[src/rtl/dm_pkg.sv]
// Shared types and constants for the data-memory access controller.
package dm_pkg;

  localparam int DM_AW        = 16;
  localparam int DM_DW        = 16;
  localparam int DM_LENW      = 4;
  localparam int DM_WAITW     = 3;
  localparam int DM_MEM_DEPTH = 1024;

  typedef enum logic [2:0] {
    IDLE,
    ERR,
    W_SETUP,
    W_STROBE,
    W_HOLD,
    W_ACK,
    R_SETUP,
    R_RESP
  } dm_state_t;

  // End address is computed one bit wider so a burst near 0xFFFF cannot wrap past the check.
  function automatic logic range_err(input logic [DM_AW-1:0]   addr,
                                     input logic [DM_LENW-1:0] len,
                                     input int                 depth);
    logic [DM_AW:0] end_addr;
    end_addr = {1'b0, addr} + {{(DM_AW + 1 - DM_LENW){1'b0}}, len};
    return end_addr > (DM_AW + 1)'(depth - 1);
  endfunction

endpackage

[src/rtl/dm_beat_ctr.sv]
// Burst bookkeeping: current word address, beats remaining and the read-wait down-counter.
module dm_beat_ctr
  import dm_pkg::*;
#(
  parameter int RD_WAIT = 1
) (
  input  logic               clk,
  input  logic               rst_n,
  input  logic               load_i,
  input  logic [DM_AW-1:0]   addr_i,
  input  logic [DM_LENW-1:0] len_i,
  input  logic               adv_i,
  input  logic               wait_dec_i,
  output logic [DM_AW-1:0]   cur_addr_o,
  output logic               last_o,
  output logic               wait_done_o
);

  logic [DM_AW-1:0]    addr_q, addr_d;
  logic [DM_LENW-1:0]  rem_q, rem_d;
  logic [DM_WAITW-1:0] wait_q, wait_d;

  always_comb begin
    addr_d = addr_q;
    rem_d  = rem_q;
    wait_d = wait_q;
    if (load_i) begin
      addr_d = addr_i;
      rem_d  = len_i;
      wait_d = DM_WAITW'(RD_WAIT);
    end else if (adv_i) begin
      addr_d = addr_q + DM_AW'(1);
      rem_d  = rem_q - DM_LENW'(1);
      wait_d = DM_WAITW'(RD_WAIT);
    end else if (wait_dec_i && (wait_q != '0)) begin
      wait_d = wait_q - DM_WAITW'(1);
    end
  end

  always_ff @(posedge clk) begin
    if (!rst_n) begin
      addr_q <= '0;
      rem_q  <= '0;
      wait_q <= '0;
    end else begin
      addr_q <= addr_d;
      rem_q  <= rem_d;
      wait_q <= wait_d;
    end
  end

  assign cur_addr_o  = addr_q;
  assign last_o      = (rem_q == '0);
  assign wait_done_o = (wait_q == '0);

endmodule

[src/rtl/dm_access_ctrl.sv]
// Initiator for the asynchronous datamem port: sequences setup/strobe/hold around each beat
// of a load or store burst and returns read data or a single store acknowledge.
//
// state    | meaning
// IDLE     | ready for a request; memory port holds its last address/data
// ERR      | burst would run past the end of memory; one error response, no access
// W_SETUP  | address stable, waiting for a store data beat
// W_STROBE | we_DM high for this one cycle
// W_HOLD   | address/data held after the strobe; advance or finish
// W_ACK    | single acknowledge for the whole store burst
// R_SETUP  | address stable, counting down RD_WAIT before sampling outDM
// R_RESP   | read beat presented to the core
module dm_access_ctrl
  import dm_pkg::*;
#(
  parameter int MEM_DEPTH = DM_MEM_DEPTH,
  parameter int RD_WAIT   = 1
) (
  input  logic               clk,
  input  logic               rst_n,
  input  logic               req_valid,
  output logic               req_ready,
  input  logic               req_we,
  input  logic [DM_AW-1:0]   req_addr,
  input  logic [DM_LENW-1:0] req_len,
  input  logic               wd_valid,
  output logic               wd_ready,
  input  logic [DM_DW-1:0]   wd_data,
  output logic               rsp_valid,
  input  logic               rsp_ready,
  output logic [DM_DW-1:0]   rsp_data,
  output logic               rsp_err,
  output logic               rsp_last,
  output logic               busy,
  output logic               we_DM,
  output logic [DM_AW-1:0]   addrDM,
  output logic [DM_DW-1:0]   dataDM,
  input  logic [DM_DW-1:0]   outDM
);

  dm_state_t        state_q, state_d;
  logic             we_dm_q, we_dm_d;
  logic [DM_DW-1:0] data_dm_q, data_dm_d;
  logic [DM_DW-1:0] rd_data_q, rd_data_d;
  logic             ctr_load, ctr_adv, ctr_wait_dec;
  logic             last_beat, wait_done;
  logic [DM_AW-1:0] cur_addr;

  dm_beat_ctr #(.RD_WAIT(RD_WAIT)) u_beat_ctr (
    .clk         (clk),
    .rst_n       (rst_n),
    .load_i      (ctr_load),
    .addr_i      (req_addr),
    .len_i       (req_len),
    .adv_i       (ctr_adv),
    .wait_dec_i  (ctr_wait_dec),
    .cur_addr_o  (cur_addr),
    .last_o      (last_beat),
    .wait_done_o (wait_done)
  );

  always_comb begin
    state_d      = state_q;
    we_dm_d      = 1'b0;
    data_dm_d    = data_dm_q;
    rd_data_d    = rd_data_q;
    ctr_load     = 1'b0;
    ctr_adv      = 1'b0;
    ctr_wait_dec = 1'b0;
    req_ready    = 1'b0;
    wd_ready     = 1'b0;
    rsp_valid    = 1'b0;
    rsp_err      = 1'b0;
    rsp_last     = 1'b0;
    rsp_data     = '0;
    unique case (state_q)
      IDLE: begin
        // Held low while reset is asserted so nothing is offered a handshake it cannot get.
        req_ready = rst_n;
        if (req_valid) begin
          if (range_err(req_addr, req_len, MEM_DEPTH)) begin
            state_d = ERR;
          end else begin
            ctr_load = 1'b1;
            state_d  = req_we ? W_SETUP : R_SETUP;
          end
        end
      end
      ERR: begin
        rsp_valid = 1'b1;
        rsp_err   = 1'b1;
        rsp_last  = 1'b1;
        if (rsp_ready) state_d = IDLE;
      end
      W_SETUP: begin
        wd_ready = 1'b1;
        if (wd_valid) begin
          data_dm_d = wd_data;
          we_dm_d   = 1'b1;
          state_d   = W_STROBE;
        end
      end
      W_STROBE: state_d = W_HOLD;
      W_HOLD: begin
        if (last_beat) begin
          state_d = W_ACK;
        end else begin
          ctr_adv = 1'b1;
          state_d = W_SETUP;
        end
      end
      W_ACK: begin
        rsp_valid = 1'b1;
        rsp_last  = 1'b1;
        if (rsp_ready) state_d = IDLE;
      end
      R_SETUP: begin
        ctr_wait_dec = 1'b1;
        if (wait_done) begin
          rd_data_d = outDM;
          state_d   = R_RESP;
        end
      end
      R_RESP: begin
        rsp_valid = 1'b1;
        rsp_last  = last_beat;
        rsp_data  = rd_data_q;
        if (rsp_ready) begin
          if (last_beat) begin
            state_d = IDLE;
          end else begin
            ctr_adv = 1'b1;
            state_d = R_SETUP;
          end
        end
      end
      default: state_d = IDLE;
    endcase
  end

  always_ff @(posedge clk) begin
    if (!rst_n) begin
      state_q   <= IDLE;
      we_dm_q   <= 1'b0;
      data_dm_q <= '0;
      rd_data_q <= '0;
    end else begin
      state_q   <= state_d;
      we_dm_q   <= we_dm_d;
      data_dm_q <= data_dm_d;
      rd_data_q <= rd_data_d;
    end
  end

  assign busy   = (state_q != IDLE);
  assign we_DM  = we_dm_q;
  assign addrDM = cur_addr;
  assign dataDM = data_dm_q;

endmodule

[config.mk]
export PLATFORM = sky130hd
export DESIGN_NAME = dm_access_ctrl
export DESIGN_NICKNAME = d
export VERILOG_FILES = /design/src/rtl/dm_pkg.sv /design/src/rtl/dm_beat_ctr.sv /design/src/rtl/dm_access_ctrl.sv
export SDC_FILE = /design/constraint.sdc
export NUM_CORES = 1
export LEC_CHECK = 0
export CAP_MARGIN = 20
export CORE_MARGIN = 4
export CORE_UTILIZATION = 47
export CTS_BUF_LIST = sky130_fd_sc_hd__clkbuf_8
export CTS_CLUSTER_DIAMETER = 150
export DETAILED_ROUTE_END_ITERATION = 7
export PLACE_DENSITY_LB_ADDON = 0.25
export SLEW_MARGIN = 20
export SYNTH_ARGS = -nofsm -noshare
export SYNTH_HDL_FRONTEND = slang
export SYNTH_HIERARCHICAL = 1
export SYNTH_SLANG_ARGS = --single-unit
export TNS_END_PERCENT = 20
[constraint.sdc]
create_clock -name clk -period 3.5 [get_ports clk]
set_input_delay 0.7 -clock clk [delete_from_list [all_inputs] [get_ports clk]]
set_output_delay 0.7 -clock clk [all_outputs]
set_load 0.05 [all_outputs]
# Word-level counts from Yosys, hierarchy flattened
# Cells that the tools add are included.
word_totals:
  ff_bits: 59
  input_bits: 58
  out_inout_bits: 55
op_classes:
  n_addsub: 4
  order_cmp: 1
  n_eq_ne: 12
  muxes: 31
  bitwise_logic: 1
  n_reduce_logical: 15
ops:
  columns: ["cell", "n"]
  rows:
  - ["16-bit two-way mux", 3]
  - ["3-bit two-way mux", 9]
  - ["3-bit one-hot mux with 7 select lines", 1]
  - ["16-bit by 4-bit adder with 17-bit output", 1]
  - ["17-bit by 10-bit > comparator with 1-bit output, second input constant", 1]
  - ["16-bit by 1-bit adder with 16-bit output, second input constant", 1]
  - ["1-bit two-way mux", 14]
  - ["3-bit equality test, second input constant", 4]
  - ["3-bit nonzero test", 3]
  - ["4-bit two-way mux", 2]
  - ["3-bit by 2-bit equality test with 1-bit output, second input constant", 2]
  - ["3-bit logical NOT", 2]
  - ["2-bit != test, second input constant", 3]
  - ["2-bit AND reduction", 3]
  - ["3-bit OR reduction", 2]
  - ["5-bit AND reduction", 1]
  - ["4-bit logical NOT", 1]
  - ["2-bit by 1-bit != test with 1-bit output, second input constant", 2]
  - ["1-bit one-hot mux with 2 select lines", 2]
  - ["4-bit by 1-bit subtractor with 4-bit output, second input constant", 1]
  - ["3-bit by 1-bit equality test with 1-bit output, second input constant", 1]
  - ["3-bit by 1-bit subtractor with 3-bit output, second input constant", 1]
  - ["2-bit nonzero test", 1]
  - ["2-bit OR reduction", 1]
  - ["2 further kinds", 2]

# Logic depth before layout (Yosys ltp)
depth:
  word_depth: 6
  mapped_depth: 13
  depth_no_buf: 12

# Cells and area by module
# Netlist, hierarchy kept.
modules_own_cells:
  columns: ["mod", "instances", "cells_per_inst", "area_per_inst_um2", "seq_area_each_um2"]
  rows:
  - ["dm_access_ctrl", 1, 247, 1875.5, 720.7]
  - ["dm_beat_ctr", 1, 149, 1316.3, 460.4]

# Worst setup path before layout
# No wires, ideal clock.
synth_path:
  kind: "input -> register"
  start: "input port req_addr[0]"
  end: "register u_beat_ctr.addr_q[13] (netlist: u_beat_ctr/cur_addr_o[13])"
  arrival_ns: 3.090
  slack_ns: 0.324
  cell_stages: 13
  path_buffers: 1
  path_cell_list: "ha_1 inv_1 fa_1 nand2b_1 nor3b_1 and4bb_1 o31ai_2 or2_4 nor3b_1 clkbuf_1 nor2_1 o41a_2 a211oi_1"
synth_via:
  elab_chain_len: 6
  word_cells_on_any_way: 7
synth_lines:
  columns: ["item", "line", "source"]
  rows:
  - ["start, declared", "dm_access_ctrl.sv:24", "input logic [DM_AW-1:0] req_addr,"]
  - ["16-bit by 4-bit adder with 17-bit output (*)", "dm_pkg.sv:26", "end_addr = {1'b0, addr} + {{(DM_AW + 1 - DM_LENW){1'b0}}, len};"]
  - ["17-bit by 10-bit > comparator with 1-bit output (*)", "dm_pkg.sv:27", "return end_addr > (DM_AW + 1)'(depth - 1);"]
  - ["1-bit two-way mux (*)", "dm_access_ctrl.sv:81", "if (range_err(req_addr, req_len, MEM_DEPTH)) begin"]
  - ["1-bit two-way mux (*)", "dm_access_ctrl.sv:80", "if (req_valid) begin"]
  - ["1-bit two-way mux (*)", "dm_access_ctrl.sv:76", "unique case (state_q)"]
  - ["named net ctr_load", "dm_access_ctrl.sv:45", "logic ctr_load, ctr_adv, ctr_wait_dec;"]
  - ["16-bit two-way mux / 2-bit nonzero test (equally long branches)", null, null]
  - ["end signal, assigned", "dm_beat_ctr.sv:46", "addr_q <= addr_d;"]
  - ["end, declared", "dm_beat_ctr.sv:19", "logic [DM_AW-1:0] addr_q, addr_d;"]
# Mark *: on every way through the listed nets, which the timed path passes. The rest lies on a longest branch.
# A chain may end at the register's enable or synchronous reset.

# Worst setup path in the final report
layout_path:
  start: "input port req_addr[0]"
  end: "register u_beat_ctr.addr_q[12] (netlist: u_beat_ctr/cur_addr_o[12])"
# Same word-level chain as after synthesis.

==> flow_metrics.py <==
metrics = {
    "yosys": {
        "ys_ff_latch": 59,
        "synth-seq-area-share_pct": 37.0,
        "synth_top_area_share_pct": 37.0,
        "syn_nets": 463,
        "synth_flop_cell": "dfxtp_1",
        "synth_edf_count": 0,
        "syn_area_per_cell_um2": 8.06,
        "synth_top_cell_by_area": "dfxtp_1",
        "yosys.cell_types.count": 66,
        "synthesis.area_um2": 3190,
        "synthTopCellsByArea": "dfxtp_1, nand2_1, a21oi_1, and2_1, ha_1",
        "yosys_warnings": 6,
        "async_flop_share_pct": 0,
        "netlist_instances": 396,
    },
    "floorplan": {
        "rows": 29,
        "initial_utilization_pct": 49.4,
        "fp.dieArea_um2": 8170,
        "ios": 113,
        "fp.coreArea_um2": 6460,
        "die_x_um": 90.4,
        "die_height_um": 90.4,
    },
    "setup_path": {
        "setup.worst_path.end_class": "register",
        "worstSetupStartpointType": "input port",
        "crit_required_ns": 3.78,
        "arrival_ns": 3.67,
        "worstPathMaxFanout": 4,
        "rr_worst_depth": 9,
        "worstSetupPathType": "input port to register",
    },
    "detailed_routing": {
        "dr.first_iter.drc_count": 142,
        "vias_per_cell": 5.53,
        "wire_per_inst_um": 15.1,
        "drtAntennaViolNets": 0,
        "firstDrtPassIters": 4,
        "drt-total-wl_um": 8930,
        "drc": 0,
        "vias": 3274,
    },
    "timing": {
        "timing.hold.ws_ns": 0.451,
        "hold_viol_final": 0,
        "period_needed_ns": 3.39,
        "slew_headroom_pct": 62.8,
        "clock-skew-final_ns": 0.00568,
        "rsz0062_at_grt": "no",
        "report.final.slew_viol_count": 0,
        "timing.final.crit_share_pct": 96.8,
        "setup-violations-final": 0,
        "fmax_ghz": 0.295,
        "max_slew.worst_pin.slew_ns": 0.556,
    },
    "global_route": {
        "grt_pass1_wl_um": 14700,
        "grtUsageTotal_pct": 21.5,
        "grt_max_degree": 35,
        "first_global_vias": 3055,
        "antenna_found_initial": 0,
        "overflow": 0,
    },
    "cts": {
        "cts_max_level": 3,
        "clk_path_buf_depth": 2,
        "clock_latency_ns": 0.34,
        "cts.sinks": 59,
        "path_clk_slew_ns": 0.07,
        "cts_setup_buffers": 0,
        "cts_tree": "done",
        "cts_buffers": 9,
        "hold_buffers": 0,
        "cts_root_buffer": "clkbuf_8",
    },
    "cells_and_area": {
        "area.growth.synth_to_final_pct": 44.2,
        "nets": 577,
        "fin_util_pct": 71.3,
        "drive_above_1_share_pct": 14.0,
        "mostFrequentLayoutCells": "clkdlybuf4s50_1, nand2_1, dfxtp_1",
        "num_antenna_cells": 0,
        "fin_area_um2": 4600,
        "layout_commonest_cell": "clkdlybuf4s50_1",
    },
    "outcome": {
        "status": "complete, no violations",
    },
    "placement": {
        "place_hpwl_um": 6590,
        "place.gp.congestion": 0.872,
        "placed_area_um2": 4370,
        "numPortBuffers": 112,
    },
    "pwr": {
        "irDropWorstVdd_v": 0.000206,
        "p_leak_nw": 1.76,
        "power_density_nw_per_um2": 407,
    },
    "worst_hold_path": {
        "hold_path_class": "register to register",
        "min_path_cells": 2,
    },
    "flow_run": {
        "cap_viol_max_count": 0,
    },
}
worst paths after layout:
check / from / endpoint / slack (ns)
min: rd_data_q[15] / rd_data_q[15] / 0.45
max reg2reg: u_beat_ctr/rem_q[0] / u_beat_ctr/cur_addr_o[13] / 0.98
max: req_addr[0] / u_beat_ctr/cur_addr_o[12] / 0.11
min reg2reg: rd_data_q[15] / rd_data_q[15] / 0.45
power by group:
part           total (mW)  switching (mW)  leakage, nW  internal [mW]
clock               0.701           0.281        0.108          0.420
sequential          0.718          0.0313        0.476          0.687
combinational       0.456           0.265         1.18          0.191
total                1.87           0.577         1.76           1.30
cell type report:
cell class / count / area, um^2
clock buffer: 10 / 138
clock inverter: 6 / 88.8
fill: 538 / 1860
inverter: 15 / 56.3
multi-input combinational: 300 / 1850
sequential: 59 / 1180
tap: 77 / 96.3
timing repair buffer: 125 / 1190
worst max-delay path, cell delays in order:
cell and delay [ns]:
clkdlybuf4s50_1 0.49, ha_1 0.17, inv_1 0.05, fa_1 0.34, nand2b_1 0.20, a21oi_2 0.18, nand2_2 0.10, mux2_4 0.32
nor2_1 0.24, nor3b_4 0.10, or3b_2 0.46, nor4_1 0.19, a211o_1 0.14
flip-flops by register name, indices dropped and copies added, names as in the netlist:
register	flops
u_beat_ctr/rem_q	4
u_beat_ctr/wait_q	3
rd_data_q	16
u_beat_ctr/cur_addr_o	16
dataDM	16
state_q	3
we_DM	1
cells in the mapped netlist, types with 2 or more instances:
cell	n
xnor2_1	6
buf_2	5
and3_1	2
and2_1	18
o211ai_1	2
nand2b_1	8
o21a_1	2
a31oi_1	6
or3_1	3
clkbuf_1	12
a211oi_1	6
nand3_1	8
nand2_1	86
ha_1	8
a211oi_2	2
inv_2	2
buf_4	2
nor4_1	5
nor2_2	2
nor2_1	16
a21boi_0	2
nor3_1	4
nand4_2	2
nor3b_1	3
a21oi_1	37
o41a_2	2
o211a_1	7
o311a_1	2
a21oi_2	3
a211o_1	2
nand4_1	4
nor2b_1	5
inv_1	12
dfxtp_1	59
o31ai_1	4
xor2_1	2
o21ai_0	14
or4_1	3
stage by stage:
| stage | TNS [ns] | power, mW | worst slack (ns) | instances |
|---|---|---|---|---|
| after floorplan | 0 | 1.00 | 0.324 | 396 |
| after global placement | -0.876 | 1.18 | -0.0781 | 576 |
| after detailed placement | -2.98 | 1.18 | -0.204 | 576 |
| after CTS | 0 | 1.89 | 0.127 | 592 |
| after global routing | 0 | 1.95 | 0.00354 | 592 |
| final | 0 | 1.87 | 0.111 | 592 |
layer usage:
metal | wire [um] | share of wire (%) | GRT usage [%]
met1 | 3980 | 45 | 28.0
met2 | 4190 | 47 | 34.8
met3 | 644 | 7.2 | 5.83
met4 | 112 | 1.3 | 6.51
met5 | 0 | 0 | 0
what timing repair did:
item,4_1_cts,5_1_grt
setup endpoints to repair,0,9
resized for setup,0,3
endpoints found under the hold margin,0,0
logic make-up (layout without fill, tap and decap cells):
group	Yosys count	after routing	synth area share (%)
buf+inv	37	156	5.37
compound gates	102	102	22.2
fa+ha+maj	9	9	3.76
simple gates	179	179	28.7
mux	2	2	0.784
flops	59	59	37.0
xor+xnor	8	8	2.20
Note: power is estimated with default switching activity, not from simulation.
